==> config.mk <==
export PLATFORM = sky130hd
export DESIGN_NAME = seg_scan_driver
export DESIGN_NICKNAME = d
export VERILOG_FILES = /design/src/rtl/seg_pkg.sv /design/src/rtl/seg_scan_driver_hex_decode.sv /design/src/rtl/seg_scan_driver.sv
export SDC_FILE = /design/constraint.sdc
export NUM_CORES = 1
export LEC_CHECK = 0
export BUFFER_PORTS_ARGS = -buffer_cell sky130_fd_sc_hd__buf_2
export CORE_AREA = 2 2 115 117
export CTS_CLUSTER_DIAMETER = 80
export DETAILED_ROUTE_END_ITERATION = 12
export DIE_AREA = 0 0 117 119
export GPL_TIMING_DRIVEN = 0
export PLACE_DENSITY = 0.78
export SLEW_MARGIN = 20
export SYNTH_ARGS = -nofsm -noshare
export SYNTH_HDL_FRONTEND = slang
export SYNTH_SLANG_ARGS = --single-unit
==> constraint.sdc <==
create_clock -name clk -period 4.55 [get_ports clk]
set_input_delay 0.2275 -clock clk [delete_from_list [all_inputs] [get_ports clk]]
set_output_delay 0.2275 -clock clk [all_outputs]
set_load 0.02 [all_outputs]
==> src/rtl/seg_pkg.sv <==
// Shared glyph table, display geometry and content record for the seven-segment scan driver.
package seg_pkg;

    localparam int NUM_SLOTS = 4;
    localparam int NUM_TUBES = 8;

    // Segment order {a,b,c,d,e,f,g}; the dp bit is appended by the driver.
    localparam logic [6:0] SEG_0     = 7'b1111110;
    localparam logic [6:0] SEG_1     = 7'b0110000;
    localparam logic [6:0] SEG_2     = 7'b1101101;
    localparam logic [6:0] SEG_3     = 7'b1111001;
    localparam logic [6:0] SEG_4     = 7'b0110011;
    localparam logic [6:0] SEG_5     = 7'b1011011;
    localparam logic [6:0] SEG_6     = 7'b1011111;
    localparam logic [6:0] SEG_7     = 7'b1110000;
    localparam logic [6:0] SEG_8     = 7'b1111111;
    localparam logic [6:0] SEG_9     = 7'b1111011;
    localparam logic [6:0] SEG_A     = 7'b1110111;
    localparam logic [6:0] SEG_B     = 7'b0011111;
    localparam logic [6:0] SEG_C     = 7'b1001110;
    localparam logic [6:0] SEG_D     = 7'b0111101;
    localparam logic [6:0] SEG_E     = 7'b1001111;
    localparam logic [6:0] SEG_F     = 7'b1000111;
    localparam logic [6:0] SEG_BLANK = 7'b0000000;

    typedef struct packed {
        logic [4*NUM_TUBES-1:0] digits;
        logic [NUM_TUBES-1:0]   blank;
        logic [NUM_TUBES-1:0]   dp;
    } content_t;

endpackage

==> src/rtl/seg_scan_driver_hex_decode.sv <==
// Combinational hex nibble to seven-segment glyph lookup.
module seg_hex_decode
    import seg_pkg::*;
(
    input  logic [3:0] nib,
    output logic [6:0] seg
);

    always_comb begin
        seg = SEG_BLANK;
        case (nib)
            4'h0: seg = SEG_0;
            4'h1: seg = SEG_1;
            4'h2: seg = SEG_2;
            4'h3: seg = SEG_3;
            4'h4: seg = SEG_4;
            4'h5: seg = SEG_5;
            4'h6: seg = SEG_6;
            4'h7: seg = SEG_7;
            4'h8: seg = SEG_8;
            4'h9: seg = SEG_9;
            4'hA: seg = SEG_A;
            4'hB: seg = SEG_B;
            4'hC: seg = SEG_C;
            4'hD: seg = SEG_D;
            4'hE: seg = SEG_E;
            4'hF: seg = SEG_F;
            default: seg = SEG_BLANK;
        endcase
    end

endmodule

==> src/rtl/seg_scan_driver.sv <==
// Two-bank multiplexed scan driver; content swaps into the shadow register only at frame wraps.
module seg_scan_driver
    import seg_pkg::*;
#(
    parameter int SLOT_CYCLES = 100000
)
(
    input  logic                   clk,
    input  logic                   rst,
    input  logic                   enable,
    input  logic                   load,
    input  logic [4*NUM_TUBES-1:0] digits_in,
    input  logic [NUM_TUBES-1:0]   blank_in,
    input  logic [NUM_TUBES-1:0]   dp_in,
    output logic                   load_ack,
    output logic                   frame_done,
    output logic [7:0]             digit1,
    output logic [7:0]             digit2,
    output logic [NUM_TUBES-1:0]   tube_sel
);

    localparam int CW = $clog2(SLOT_CYCLES);
    localparam logic [CW-1:0] CYC_LAST = CW'(SLOT_CYCLES - 1);

    content_t             pend, shadow;
    logic                 pend_vld;
    logic                 scan_on;
    logic [CW-1:0]        cyc;
    logic [1:0]           slot;
    logic                 run, slot_end, wrap, adopt;
    logic [3:0]           nib0, nib1;
    logic [6:0]           seg0, seg1;
    logic [NUM_TUBES-1:0] sel_nx;

    // scan_on delays counting by one cycle so a fresh enable starts with a full slot 0
    assign run      = enable && scan_on;
    assign slot_end = run && (cyc == CYC_LAST);
    assign wrap     = slot_end && (slot == 2'(NUM_SLOTS - 1));
    assign adopt    = pend_vld && (wrap || !enable);

    assign nib0 = shadow.digits[{1'b0, slot, 2'b00} +: 4];
    assign nib1 = shadow.digits[{1'b1, slot, 2'b00} +: 4];

    seg_hex_decode u_dec0 (.nib(nib0), .seg(seg0));
    seg_hex_decode u_dec1 (.nib(nib1), .seg(seg1));

    always_comb begin
        sel_nx = '0;
        sel_nx[{1'b0, slot}] = 1'b1;
        sel_nx[{1'b1, slot}] = 1'b1;
    end

    always_ff @(posedge clk or posedge rst) begin
        if (rst) begin
            scan_on <= 1'b0;
            cyc     <= '0;
            slot    <= '0;
        end else begin
            scan_on <= enable;
            if (!enable) begin
                cyc  <= '0;
                slot <= '0;
            end else if (scan_on) begin
                if (slot_end) begin
                    cyc  <= '0;
                    slot <= slot + 2'd1;
                end else begin
                    cyc <= cyc + 1'b1;
                end
            end
        end
    end

    // Adoption uses the pending content from before this edge, so a load on the wrap waits a frame.
    always_ff @(posedge clk or posedge rst) begin
        if (rst) begin
            pend       <= '0;
            pend_vld   <= 1'b0;
            shadow     <= '0;
            load_ack   <= 1'b0;
            frame_done <= 1'b0;
        end else begin
            load_ack   <= adopt;
            frame_done <= wrap;
            if (adopt)
                shadow <= pend;
            if (load) begin
                pend     <= {digits_in, blank_in, dp_in};
                pend_vld <= 1'b1;
            end else if (adopt) begin
                pend_vld <= 1'b0;
            end
        end
    end

    always_ff @(posedge clk or posedge rst) begin
        if (rst) begin
            digit1   <= '0;
            digit2   <= '0;
            tube_sel <= '0;
        end else if (run) begin
            digit1   <= shadow.blank[{1'b0, slot}] ? {SEG_BLANK, 1'b0}
                                                   : {seg0, shadow.dp[{1'b0, slot}]};
            digit2   <= shadow.blank[{1'b1, slot}] ? {SEG_BLANK, 1'b0}
                                                   : {seg1, shadow.dp[{1'b1, slot}]};
            tube_sel <= sel_nx;
        end else begin
            digit1   <= '0;
            digit2   <= '0;
            tube_sel <= '0;
        end
    end

endmodule

==> results.cfg <==
[placement]
dp.cells = 710
place_area_sq_mm = 0.006808
post-dp-hpwl_um = 8322
place.port_buffers = 76
globalplace.congestion = 0.9145

[clocking]
cts_root_buf = clkbuf_16
clk_pin_slew_ps = 60
cts.sinks = 139
cts_tree = yes
clkLatencyLatePin_ps = 410
ctsLongestPathBuffers = 2
cts_buffers = 17
htreeDepth = 4

[floorplan]
ios = 78
dieArea_sq_mm = 0.01392
core-area_sq_mm = 0.01287
floorplan.initialDensity_pct = 47.94
fp-row-count = 42
fp.dieW_um = 117
dieHeight_um = 119

[finish]
utilization_pct = 58.56
area_growth_pct = 22.16
fin_area_sq_mm = 0.007540
drive_gt1_share_pct = 40.56
nets = 623
final_cell_mix = dfrtp_1, mux2_2, buf_2, nor2_1
final_common_cell = dfrtp_1
n_antenna_cell = 0
fin_cells = 743
nFillCells = 978

[critical_path]
reg2reg_from = slot[0]
cp-end-kind = flip-flop
r2r_cells = 9
worstPathRequired_ps = 4850
critPathKind = flip-flop to flip-flop
crit_fanout = 10
r2r-end = digit2[2]
r2r_setup_slack_ps = 1940
cp.arrival_ps = 2910
critPathLaunchType = flip-flop

[synthesis]
avgSynthCellArea_sq_um = 13.51
synth-edff-count = 0
synthesis.nets = 526
synth-xor-area-share_pct = 1.845
postSynthCellCount = 457
synth_top_cell_by_area = dfrtp_1
synth_top_family_by_area = multiplexers
synth_compound_area_share_pct = 3.710
yosys.area_share.simple_pct = 8.818
synth_top_area_share_pct = 56.36
synthAdderAreaFrac_pct = 3.446
synthDistinctLibCells = 44
synth-seq-area-share_pct = 56.36
synth.area.top_cells = dfrtp_1, mux2_2, mux4_2
synth_mux_area_share_pct = 22.52
yosysWarnings = 0
syn_area_sq_mm = 0.006172
async_flop_share_pct = 100.0
ys.flop_type = dfrtp_1
ys_ff_latch = 139

[pwr]
ir_worst_vdd_v = 0.0002552
p_seq_share_pct = 40.7
intPower_uw = 2777
comb_power_share_pct = 12.7
swShare_pct = 22.44
leakage_uw = 0.003442
clkPwrFrac_pct = 46.6
p_per_area_mw_per_mm2 = 474.8
finalPower_uw = 3580
p_sw_uw = 803.2

[global_routing]
grt_pass1_vias = 4087
grt_overflow = 0
antenna_found_initial = 0
grt_pass1_wl_um = 19780
grt_max_degree = 97
grt_usage_pct = 18.82

[timing]
hold_viol = 0
fin_crit_sh_pct = 57.26
rsz0062_at_grt = false
skew_ps = 6.287
max_freq_ghz = 0.3838
holdWs_ps = 41.14
layout_min_cycle_time_ps = 2605
setup_viol = 0
slew_viol_final = 0
worst-slew-pin-transition_ps = 771.2
slew_headroom_pct = 47.86

[detailed_routing]
drcViolationCount = 0
ant_nets = 0
drt-pass1-iter-count = 4
via_per_inst = 5.168
drt_iter0_drc = 193
routedWlPerCell_um = 16.09
routed_wl_um = 11950
vias = 3840

[run_status]
status = finished, final reports clean

[flow_run]
drv_cap = 0

[hold_path]
hold_depth = 2
min_to = pend[28]
hp-class = input port to flip-flop
hp-start = digits_in[12]
## logic make-up after synthesis
logic type	Yosys count
simple gates	102
compound gates	33
mux	113
fa+ha+maj	17
buf+inv	40
flops	139
xor+xnor	13
## Yosys cell counts, types with 2 or more instances
cell	count
buf_4	8
nor3b_1	2
buf_2	4
dfrtp_1	139
mux2i_1	5
nand2_1	10
mux4_2	11
o22ai_1	2
a21boi_0	2
nor2b_1	3
nand4_1	6
a21oi_1	12
nor2_1	38
mux2_1	9
clkbuf_1	9
mux2_2	88
and3_1	7
nor3_1	4
inv_1	13
and2_1	2
a31o_2	2
ha_1	17
nand2b_1	8
or2_2	2
o21ai_0	2
a311oi_1	6
xor2_1	10
nand3_1	13
a31oi_1	3
buf_1	4
xnor2_1	3
## timing repair
action                                 in CTS  in global routing
setup buffers                               0                  0
gates resized for setup                     0                  0
endpoints found under the hold margin      43                  0
hold buffers                                1                  0
## power by group through the flow
stage / sequential (uW) / clock, uW / combinational (uW)
final: 1460 / 1670 / 455
after global routing: 1470 / 1750 / 504
after CTS: 1460 / 1690 / 461
after detailed placement: 1480 / 0 / 455
after global placement: 1470 / 0 / 427
after floorplan: 1470 / 0 / 329
## through the flow
step | setup slack (ps) | setup TNS (ps)
6_report | 1945 | 0
4_1_cts | 1871 | 0
5_1_grt | 1634 | 0
3_3_place_gp | -593.3 | -81060
3_5_place_dp | 1905 | 0
2_1_floorplan | 598.0 | 0
## critical path, cell delays in order, from the launching register on
cell and delay, ps:
dfrtp_1 380, buf_2 230, buf_4 280, inv_1 160
o21ai_0 450, inv_1 210, ha_1 280, a21oi_1 140
nor2_1 60, a311oi_1 290
## flip-flops by register name, summed over array words and instances, names as in the netlist
signal      flops
frame_done      1
scan_on         1
slot            2
tube_sel        4
load_ack        1
pend_vld        1
digit2          8
shadow         48
pend           48
digit1          8
cyc            17
## per-layer routing
layer	wire length, um	track usage (%)	up-vias	part of all wire, %
met4	178	6.912	0	1.5
li1	-	-	1799	-
met1	4976	23.57	1937	42
met3	546	5.089	14	4.6
met5	0	0	-	0
met2	6253	31.18	90	52
## final cells by class
cell class                      instances  area, sq um  share of cell area, %
Buffer                                 27        155.1                  2.058
Multi-Input combinational cell        278         2490                  33.02
Sequential cell                       139         3478                  46.13
Tap cell                              176        220.2                  2.921
Clock buffer                           21        460.4                  6.107
Clock inverter                         11        261.5                  3.468
Timing Repair Buffer                   78        417.9                  5.543
Inverter                               13        56.30                 0.7468
## how the worst max path moves through the flow
stage | from | endpoint | slack [ps] | depth (start not counted)
2_1_floorplan | rst | cyc[0] | 600 | 1
3_3_place_gp | rst | digit2[6] | -590 | 2
3_5_place_dp | slot[0] | digit2[2] | 1900 | 9
4_1_cts | slot[0] | digit2[2] | 1870 | 9
5_1_grt | slot[0] | digit2[2] | 1630 | 9
6_report | slot[0] | digit2[2] | 1940 | 9
(Power assumes the default switching activity.)
